**config.mk**
```make
export PLATFORM = sky130hd
export DESIGN_NAME = uart_tx
export DESIGN_NICKNAME = d
export VERILOG_FILES = /design/src/rtl/uart_pkg.sv /design/src/rtl/uart_tx_fifo.sv /design/src/rtl/uart_tx.sv
export SDC_FILE = /design/constraint.sdc
export NUM_CORES = 1
export LEC_CHECK = 0
export CAP_MARGIN = 10
export CORE_MARGIN = 4
export CORE_UTILIZATION = 40
export CTS_CLUSTER_DIAMETER = 120
export DETAILED_ROUTE_END_ITERATION = 7
export PLACE_DENSITY_LB_ADDON = 0.05
export SLEW_MARGIN = 20
export SYNTH_ARGS = -nofsm -noshare
export SYNTH_HDL_FRONTEND = slang
export SYNTH_SLANG_ARGS = --single-unit
```
**constraint.sdc**
```tcl
create_clock -name clk -period 2.7 [get_ports clk]
set_input_delay 0.54 -clock clk [delete_from_list [all_inputs] [get_ports clk]]
set_output_delay 0.54 -clock clk [all_outputs]
set_load 0.03 [all_outputs]
```
**src/rtl/uart_pkg.sv**
```systemverilog
// uart_pkg: frame constants and FSM state type shared by the UART transmitter
// and receiver. The 8E1 parity option is controlled by the UART_TX_PARITY_EN
// macro in uart_tx; nothing in this package depends on it.
package uart_pkg;

  localparam int   UART_DATA_BITS   = 8;
  localparam logic UART_IDLE_LEVEL  = 1'b1;
  localparam logic UART_START_LEVEL = 1'b0;

  // Frame FSM states. PARITY is only reachable when parity is compiled in.
  typedef enum logic [2:0] {
    IDLE   = 3'd0,
    START  = 3'd1,
    DATA   = 3'd2,
    PARITY = 3'd3,
    STOP   = 3'd4
  } uart_tx_state_t;

  // Even parity over one data byte: 1 when the byte has an odd number of ones.
  function automatic logic uart_even_parity(input logic [UART_DATA_BITS-1:0] d);
    return ^d;
  endfunction

endpackage

```
**src/rtl/uart_tx_fifo.sv**
```systemverilog
// uart_tx_fifo: small synchronous FIFO in front of the UART frame FSM.
// Pointers carry one extra wrap bit so full and empty are told apart without
// a separate counter; the level is kept in its own register so that the
// fifo_level output is a flop rather than a pointer subtraction.
module uart_tx_fifo
  import uart_pkg::*;
#(
  parameter int FIFO_DEPTH = 4,
  parameter int WIDTH      = 8
) (
  input  logic                        clk,
  input  logic                        resetn,
  input  logic                        push,
  input  logic [WIDTH-1:0]            push_data,
  input  logic                        pop,
  output logic [WIDTH-1:0]            pop_data,
  output logic                        full,
  output logic                        empty,
  output logic [$clog2(FIFO_DEPTH):0] level,
  output logic [$clog2(FIFO_DEPTH):0] level_next
);

  localparam int AW = $clog2(FIFO_DEPTH);
  localparam int PW = AW + 1;

  logic [PW-1:0]    wr_ptr_q, wr_ptr_d;
  logic [PW-1:0]    rd_ptr_q, rd_ptr_d;
  logic [PW-1:0]    level_q, level_d;
  logic [WIDTH-1:0] mem_q [FIFO_DEPTH];
  logic [WIDTH-1:0] mem_d [FIFO_DEPTH];
  logic             push_ok;
  logic             pop_ok;

  assign empty    = (wr_ptr_q == rd_ptr_q);
  assign full     = (wr_ptr_q[AW] != rd_ptr_q[AW]) &&
                    (wr_ptr_q[AW-1:0] == rd_ptr_q[AW-1:0]);
  assign push_ok  = push && !full;
  assign pop_ok   = pop && !empty;
  assign pop_data = mem_q[rd_ptr_q[AW-1:0]];
  assign level      = level_q;
  assign level_next = level_d;

  // Next pointers, level and storage; a push and pop together leave the level alone.
  always_comb begin
    wr_ptr_d = wr_ptr_q;
    rd_ptr_d = rd_ptr_q;
    level_d  = level_q;
    mem_d    = mem_q;
    if (push_ok) begin
      mem_d[wr_ptr_q[AW-1:0]] = push_data;
      wr_ptr_d                = wr_ptr_q + PW'(1);
    end
    if (pop_ok) begin
      rd_ptr_d = rd_ptr_q + PW'(1);
    end
    case ({push_ok, pop_ok})
      2'b10:   level_d = level_q + PW'(1);
      2'b01:   level_d = level_q - PW'(1);
      default: level_d = level_q;
    endcase
  end

  // Pointer/level registers with synchronous reset; storage is not reset.
  always_ff @(posedge clk) begin
    if (!resetn) begin
      wr_ptr_q <= '0;
      rd_ptr_q <= '0;
      level_q  <= '0;
    end else begin
      wr_ptr_q <= wr_ptr_d;
      rd_ptr_q <= rd_ptr_d;
      level_q  <= level_d;
    end
    mem_q <= mem_d;
  end

endmodule

```
**src/rtl/uart_tx.sv**
```systemverilog
// uart_tx: 8N1 serial transmitter for the TXD pin (8E1 when the macro
// UART_TX_PARITY_EN is defined). Bytes enter through a valid/ready port into
// uart_tx_fifo; a frame FSM serialises them LSB-first at BAUD_DIV clocks per bit.
//
// Handshake: a byte transfers on every rising edge where tx_valid && tx_ready.
// tx_data is sampled only on that edge. tx_ready depends only on FIFO full (and
// resetn); tx_valid may stay asserted while tx_ready is low, in which case the
// producer is free to change tx_data until the accepting edge.
//
// TXD is registered from the current FSM state, so the line trails the state
// register by one clock: a byte pushed at edge N is popped at N+1 and TXD falls
// after N+2.
module uart_tx
  import uart_pkg::*;
#(
  parameter int BAUD_DIV   = 104,
  parameter int FIFO_DEPTH = 4
) (
  input  logic                        clk,
  input  logic                        resetn,
  input  logic [7:0]                  tx_data,
  input  logic                        tx_valid,
  output logic                        tx_ready,
  output logic                        TXD,
  output logic                        busy,
  output logic [$clog2(FIFO_DEPTH):0] fifo_level
);

  localparam int            CW       = $clog2(BAUD_DIV);
  localparam int            LW       = $clog2(FIFO_DEPTH) + 1;
  localparam logic [CW-1:0] CNT_LAST = CW'(BAUD_DIV - 1);
  localparam logic [2:0]    BIT_LAST = 3'(UART_DATA_BITS - 1);

  uart_tx_state_t state_q, state_d;
  logic [CW-1:0]  cnt_q, cnt_d;
  logic [2:0]     bit_q, bit_d;
  logic [7:0]     shift_q, shift_d;
  logic           txd_q, txd_d;
  logic           busy_q, busy_d;
`ifdef UART_TX_PARITY_EN
  logic           par_q, par_d;
`endif

  logic           fifo_push;
  logic           fifo_pop;
  logic [7:0]     fifo_data;
  logic           fifo_full;
  logic           fifo_empty;
  logic [LW-1:0]  fifo_level_next;
  logic           cnt_last;

  assign tx_ready  = !fifo_full && resetn;
  assign fifo_push = tx_valid && tx_ready;
  assign cnt_last  = (cnt_q == CNT_LAST);
  assign TXD       = txd_q;
  assign busy      = busy_q;

  uart_tx_fifo #(
    .FIFO_DEPTH (FIFO_DEPTH),
    .WIDTH      (8)
  ) u_fifo (
    .clk        (clk),
    .resetn     (resetn),
    .push       (fifo_push),
    .push_data  (tx_data),
    .pop        (fifo_pop),
    .pop_data   (fifo_data),
    .full       (fifo_full),
    .empty      (fifo_empty),
    .level      (fifo_level),
    .level_next (fifo_level_next)
  );

  // Frame FSM next state, baud counter, shifter and the line level to register.
  always_comb begin
    state_d  = state_q;
    cnt_d    = cnt_q;
    bit_d    = bit_q;
    shift_d  = shift_q;
    txd_d    = UART_IDLE_LEVEL;
    fifo_pop = 1'b0;
`ifdef UART_TX_PARITY_EN
    par_d    = par_q;
`endif
    if (state_q != IDLE) begin
      cnt_d = cnt_last ? '0 : cnt_q + CW'(1);
    end
    case (state_q)
      IDLE: begin
        txd_d = UART_IDLE_LEVEL;
        cnt_d = '0;
        if (!fifo_empty) begin
          fifo_pop = 1'b1;
          shift_d  = fifo_data;
`ifdef UART_TX_PARITY_EN
          par_d    = uart_even_parity(fifo_data);
`endif
          state_d  = START;
        end
      end
      START: begin
        txd_d = UART_START_LEVEL;
        if (cnt_last) begin
          bit_d   = '0;
          state_d = DATA;
        end
      end
      DATA: begin
        txd_d = shift_q[0];
        if (cnt_last) begin
          shift_d = {1'b0, shift_q[7:1]};
          bit_d   = bit_q + 3'd1;
          if (bit_q == BIT_LAST) begin
`ifdef UART_TX_PARITY_EN
            state_d = PARITY;
`else
            state_d = STOP;
`endif
          end
        end
      end
`ifdef UART_TX_PARITY_EN
      PARITY: begin
        txd_d = par_q;
        if (cnt_last) begin
          state_d = STOP;
        end
      end
`endif
      STOP: begin
        txd_d = UART_IDLE_LEVEL;
        if (cnt_last) begin
          // Chain straight into the next frame so there is no idle gap.
          if (!fifo_empty) begin
            fifo_pop = 1'b1;
            shift_d  = fifo_data;
`ifdef UART_TX_PARITY_EN
            par_d    = uart_even_parity(fifo_data);
`endif
            state_d  = START;
          end else begin
            state_d  = IDLE;
          end
        end
      end
      default: begin
        state_d = IDLE;
        cnt_d   = '0;
      end
    endcase
  end

  // busy looks ahead one edge so it drops exactly as the FSM enters IDLE empty.
  always_comb begin
    busy_d = (state_d != IDLE) || (fifo_level_next != '0);
  end

  // State and datapath registers; reset parks the line high and drops the frame.
  always_ff @(posedge clk) begin
    if (!resetn) begin
      state_q <= IDLE;
      cnt_q   <= '0;
      bit_q   <= '0;
      shift_q <= '0;
      txd_q   <= UART_IDLE_LEVEL;
      busy_q  <= 1'b0;
`ifdef UART_TX_PARITY_EN
      par_q   <= 1'b0;
`endif
    end else begin
      state_q <= state_d;
      cnt_q   <= cnt_d;
      bit_q   <= bit_d;
      shift_q <= shift_d;
      txd_q   <= txd_d;
      busy_q  <= busy_d;
`ifdef UART_TX_PARITY_EN
      par_q   <= par_d;
`endif
    end
  end

endmodule

```
==> flow_summary.ini, run 1 <==
[floorplan]
pin_count = 17
die_h_um = 94.59
rows = 31
dieArea_um2 = 8947
core_area_um2 = 7253
start_util_pct = 41.35
die_w_um = 94.59

[routing]
wire_per_inst_um = 15.75
drc_errors = 0
num_vias = 1885
antenna_left = 0
dr.pass1.iters = 4
first_iter_violations = 101
wirelength_mm = 5.923
via_per_inst = 5.013

[pwr]
p_per_area_nw_per_um2 = 843.7
irDropWorstVdd_mv = 0.4963
cellLeakagePower_uw = 0.001292

[logic_synthesis]
synth_area_um2 = 2999
synth_edf_count = 32
yosysWarnings = 0
yosysUniqueCellTypes = 54
ys_seq_elements = 64
ys_seq_area_share_pct = 53.40
async_reset_ff_share_pct = 0
synth-main-ff-cell = edfxtp_1
syn-num-nets = 263
avgSynthCellArea_um2 = 12.39
netlist_instances = 242

[final_layout]
final_design_area_no_fill_um2 = 3538
mostFrequentLayoutCell = edfxtp_1
fill_cells = 670
syn2layout_area_growth_pct = 17.98
drive_above_1_share_pct = 16.61
final_cell_mix = edfxtp_1 (32), dfxtp_1 (31), nand2_1 (28), nor2_1 (18), clkdlybuf4s50_1 (15)
final_cells = 376
fin_nets = 293
antennaDiodeCount = 0

[critical_path]
worstReg2RegStart = cnt_q[0]
slowest_delay_ns = 0.40
cpMostUsedCell = ha_1
cp_max_fo = 4
crit_path_end_kind = register
critPathLaunchType = register
critical-path-slowest-cell = fa_1
required_ns = 2.91
worstSetupStartpoint = cnt_q[0]
crit_type = register to register
cp_cell_sequence = ha_1, and2_1, a21boi_2, nor2_1, ha_1, fa_1, xnor3_1, a31oi_1, a221oi_2, o221ai_1
r2r_slack_ns = 0.25
reg2reg_to = busy
setup.worst_path.end = busy
rr_worst_depth = 10
worstPathArrival_ns = 2.67

[timing]
worst_slew_pin_slew_ns = 0.5146
layout_min_cycle_time_ns = 2.453
clock.fmax_ghz = 0.4077
fin_tns_setup_ns = 0
max-slew-margin-rel_pct = 65.33
maxSlewViolCount = 0
fin_crit_sh_pct = 90.85
setup_viol = 0
hold_violations = 0
skew_ns = 0.007500
whs_ns = 0.4617
rsz0062_at_grt = no

[cts]
htreeDepth = 3
cts_made_buffers = 9
cts_setup_buffers = 0
cts_root_buf = clkbuf_8
clk_latency_ns = 0.34
ctsLongestPathBuffers = 2
cts_sinks = 64
tritoncts = built
clk_pin_slew_ns = 0.08

[placement]
io_buffers = 16
placed_cells = 360
place.gp.congestion = 0.7566
hpwl_mm = 3.916
dpl_cell_area_um2 = 3332

[global_route]
antenna_found_initial = 0
grt_overflow = 0
grt_max_degree = 26
grt_pass1_vias = 1875
grt_use_total_pct = 14.33
grt_first_pass_wirelength_mm = 9.508

[run]
drv_cap = 0

[min_path]
holdCritPathClass = register to register

[outcome]
outcome = complete, no violations
worst min path at each step:
stage          startpoint         end  slack, ns  cells past startpoint
2_1_floorplan  shift_q[0]  shift_q[0]       0.43                      2
3_5_place_dp   shift_q[4]  shift_q[4]       0.45                      2
5_1_grt        shift_q[5]  shift_q[5]       0.49                      2
3_3_place_gp   shift_q[6]  shift_q[6]       0.45                      2
4_1_cts        shift_q[4]  shift_q[4]       0.46                      2
6_report       shift_q[4]  shift_q[4]       0.46                      2
registers in the layout, indices dropped and copies added (netlist names):
signal           count
busy                 1
cnt_q                7
TXD                  1
shift_q              8
state_q              3
bit_q                3
u_fifo.level         3
u_fifo.wr_ptr_q      3
u_fifo.rd_ptr_q      3
u_fifo.mem_q        32
cell usage after synthesis (all sizes together), types with 2 or more instances:
cell type  instances  area share [%]
mux2               7             2.6
xnor2              8             2.3
or3                3            0.67
nor3               5            0.83
nand2             28             3.5
mux2i             10             3.3
inv                8             1.0
a21oi              5            0.96
or4                2            0.63
buf                2            0.54
mux4               8             7.0
a22oi              2            0.50
nor2              18             2.3
o31ai              4             1.0
o21ai              5            0.83
nand4              2            0.92
dfxtp             32              21
clkbuf             8             1.0
nand3              4            0.67
ha                 9             3.8
and2               6             1.3
edfxtp            32              32
and3               2            0.42
xor2               6             2.6
nand2b             2            0.42
o22ai              4            0.83
final cells by class:
type	instances	area, um2	share of cell area, %
timing repair buffer	29	255.2	7.214
clock buffer	9	123.9	3.501
inverter	8	30.03	0.8487
tap	99	123.9	3.501
sequential	64	1603	45.30
multi-input combinational	160	1331	37.62
clock inverter	7	71.32	2.016
layer usage:
layer | GRT usage [%] | wire, um | vias to the layer above
met2 | 21.81 | 2728 | 26
met1 | 19.37 | 2914 | 897
met5 | 0 | 0 | -
met3 | 4.622 | 225 | 6
met4 | 4.688 | 55 | 0
li1 | - | - | 956
where the power goes:
part,total [uW],leakage [uW],switching (uW),internal (uW)
Combinational,955,0.000647,470,484
Clock,819,0.0000933,393,426
Sequential,1210,0.000552,79.1,1130
cells by family after synthesis:
family          count (synthesis)  synth area share, %
simple gates                   79                13.64
xor+xnor                       15                5.716
fa+ha+maj                      10                4.422
buf+inv                        18                2.545
flops                          64                53.40
mux                            25                12.97
compound gates                 31                7.301
what timing repair did:
| item | CTS | global route |
|---|---|---|
| hold buffers | 0 | 0 |
| endpoints found under the setup margin | 0 | 1 |
| resized for setup | 0 | 3 |
worst max-delay path, delay by kind of cell (launching register included):
| kind | cells | cell delay [ns] |
|---|---|---|
| and+or+nand+nor | 2 | 0.29 |
| xor gates and xnor gates | 1 | 0.21 |
| DFF | 1 | 0.34 |
| adders and majority gates | 3 | 0.87 |
| AOI/OAI and AO/OA | 4 | 0.62 |
through the flow:
stage / setup slack (ns) / utilization, % / power (uW)
detailed placement: -0.07507 / 45.94 / 2179
floorplan: 0.1866 / - / 1899
global placement: -0.04300 / 45.94 / 2173
finish: 0.2470 / 48.78 / 2985
CTS: 0.1602 / 48.63 / 3012
global route: 0.08244 / 48.78 / 3161
No activity file was read; power rests on OpenSTA's default activity.
==> inputs of run 2 (changes only) <==
--- a/config.mk
+++ b/config.mk
@@ -7,7 +7,7 @@
 export LEC_CHECK = 0
 export CAP_MARGIN = 10
 export CORE_MARGIN = 4
-export CORE_UTILIZATION = 40
+export CORE_UTILIZATION = 53
 export CTS_CLUSTER_DIAMETER = 120
 export DETAILED_ROUTE_END_ITERATION = 7
 export PLACE_DENSITY_LB_ADDON = 0.05
==> flow_summary.ini, run 2 (synthesis results as in run 1) <==
[cts]
ctsLongestPathBuffers = 2
clk_pin_slew_ns = 0.07
cts_setup_buffers = 0
clk_latency_ns = 0.34
htreeDepth = 3
ctsHoldBuffers = 0
tritoncts = built
cts_made_buffers = 9
cts_root_buf = clkbuf_8
cts_sinks = 64
cts_resized = 0

[min_path]
holdCritPathClass = register to register

[final_layout]
reg.largest.list = u_fifo.mem_q: 32 flops, shift_q: 8 flops, cnt_q: 7 flops
fin_nets = 293
final_cell_mix = dfxtp_1 (32), edfxtp_1 (32), nand2_1 (28), nor2_1 (18), clkdlybuf4s50_1 (15)
fin_util_pct = 63.46
regMostFlops = u_fifo.mem_q
largest_reg_flops = 32
drive_above_1_share_pct = 15.88
antennaDiodeCount = 0
fill_cells = 444
syn2layout_area_growth_pct = 16.52

[pwr]
irDropWorstVdd_mv = 0.5388
finalPower_uw = 2949
combPwrFrac_pct = 32.2
swShare_pct = 30.93
cellLeakagePower_uw = 0.001289
p_seq_share_pct = 41.1
p_per_area_nw_per_um2 = 844.0
power.internal_uw = 2037
switchingPower_uw = 912.4
clkPwrFrac_pct = 26.7

[global_route]
grt_pass1_vias = 1881
grt_first_pass_wirelength_mm = 9.349
antenna_found_initial = 0
grt_max_degree = 26
grt_overflow = 0
grt_use_total_pct = 17.34

[timing]
fin_crit_sh_pct = 92.87
maxSlewViolCount = 0
worst_slew_pin_slew_ns = 0.5661
skew_ns = 0.008261
layout_min_cycle_time_ns = 2.508
clock.fmax_ghz = 0.3988
max-slew-margin-rel_pct = 61.91
setup_viol = 0
hold_violations = 0

[critical_path]
worstReg2RegStart = u_fifo.wr_ptr_q[0]
crit_family = compound AO/OA/AOI/OAI gates
cp_max_fo = 6
required_ns = 2.90
setup.worst_path.end = busy
reg2reg_to = busy
r2r_slack_ns = 0.19
critical-path-slowest-cell = dfxtp_1
critPathLaunchType = register
crit_cells = 9
worstPathArrival_ns = 2.71
crit_type = register to register
crit_buf_inv = 1
crit_path_end_kind = register
cp_cell_sequence = xor2_2, o311a_1, inv_1, ha_1, fa_1, xnor3_1, a31oi_1, a221oi_1, o221ai_1
worstSetupStartpoint = u_fifo.wr_ptr_q[0]
rr_worst_depth = 9
slowest_delay_ns = 0.46

[routing]
dr.pass1.iters = 4
antenna_left = 0
wire_per_inst_um = 16.27
first_iter_violations = 152
num_vias = 1930
via_per_inst = 5.530
wirelength_mm = 5.677
drc_errors = 0

[floorplan]
rows = 27
core_area_um2 = 5507
die_w_um = 83.23
start_util_pct = 54.46
die_h_um = 83.23
dieArea_um2 = 6926
pin_count = 17

[placement]
hpwl_mm = 3.894
place.gp.congestion = 0.7499
io_buffers = 16

[outcome]
outcome = complete, no violations

[run]
drv_cap = 0
run 2: changes by cell type in the layout (fill, tap and decap cells not counted):
cell        previous run  this run
clkinvlp_4             2         1
dfxtp_1               31        32
clkinv_2               1         2
a221oi_1               0         1
o31ai_1                4         3
a221oi_2               1         0
clkbuf_1               0         1
o31ai_2                0         1
inv_6                  1         0
dfxtp_2                1         0
run 2: how the worst min path moves through the flow:
stage / startpoint / endpoint / slack, ns / depth (start not counted)
floorplan: shift_q[0] / shift_q[0] / 0.43 / 2
CTS: shift_q[2] / shift_q[2] / 0.47 / 2
global placement: shift_q[2] / shift_q[2] / 0.45 / 2
finish: shift_q[1] / shift_q[1] / 0.46 / 2
detailed placement: shift_q[2] / shift_q[2] / 0.46 / 2
global route: shift_q[1] / shift_q[1] / 0.49 / 2
run 2: stage by stage:
step | hold slack, ns | cell area, um2 | TNS [ns] | cells | setup slack, ns
global route | 0.4918 | 3495 | -0.004379 | 349 | -0.004379
finish | 0.4607 | 3495 | 0 | 349 | 0.1925
floorplan | 0.4328 | 2999 | 0 | 242 | 0.1866
detailed placement | 0.4561 | 3298 | -0.1632 | 333 | -0.1095
CTS | 0.4651 | 3486 | 0 | 349 | 0.1454
global placement | 0.4472 | 3298 | -0.05702 | 333 | -0.05084
run 2: final cells by class:
class / instances / area, um2 / area share [%]
clock buffers: 10 / 127.6 / 3.652
repair buffers: 29 / 255.2 / 7.304
inverters: 8 / 30.03 / 0.8593
well taps: 72 / 90.09 / 2.578
multi-input cells: 160 / 1330 / 38.06
clock inverters: 6 / 60.06 / 1.719
flip-flops and latches: 64 / 1602 / 45.83
run 2: routing by layer:
metal  share of wire, %  global-route usage, %  wire length [um]  vias up
li1                   -                      -                 -      959
met1                 48                  23.42              2727      927
met3                3.1                  3.770               175       12
met4                1.7                  8.024                98        0
met2                 47                  26.68              2675       32
met5                  0                      0                 0        -
run 2: worst reg2reg max path: stages, from the launching register on:
cell      delay (ns)
dfxtp_1         0.46
xor2_2          0.32
o311a_1         0.24
inv_1           0.05
ha_1            0.22
fa_1            0.41
xnor3_1         0.22
a31oi_1         0.09
a221oi_1        0.22
o221ai_1        0.15
run 2: power groups by stage:
stage / registers, uW / logic (uW) / clock network, uW
3_3_place_gp: 1230 / 925 / 0
2_1_floorplan: 1280 / 622 / 0
6_report: 1210 / 951 / 787
5_1_grt: 1230 / 1050 / 856
3_5_place_dp: 1230 / 945 / 0
4_1_cts: 1210 / 950 / 808
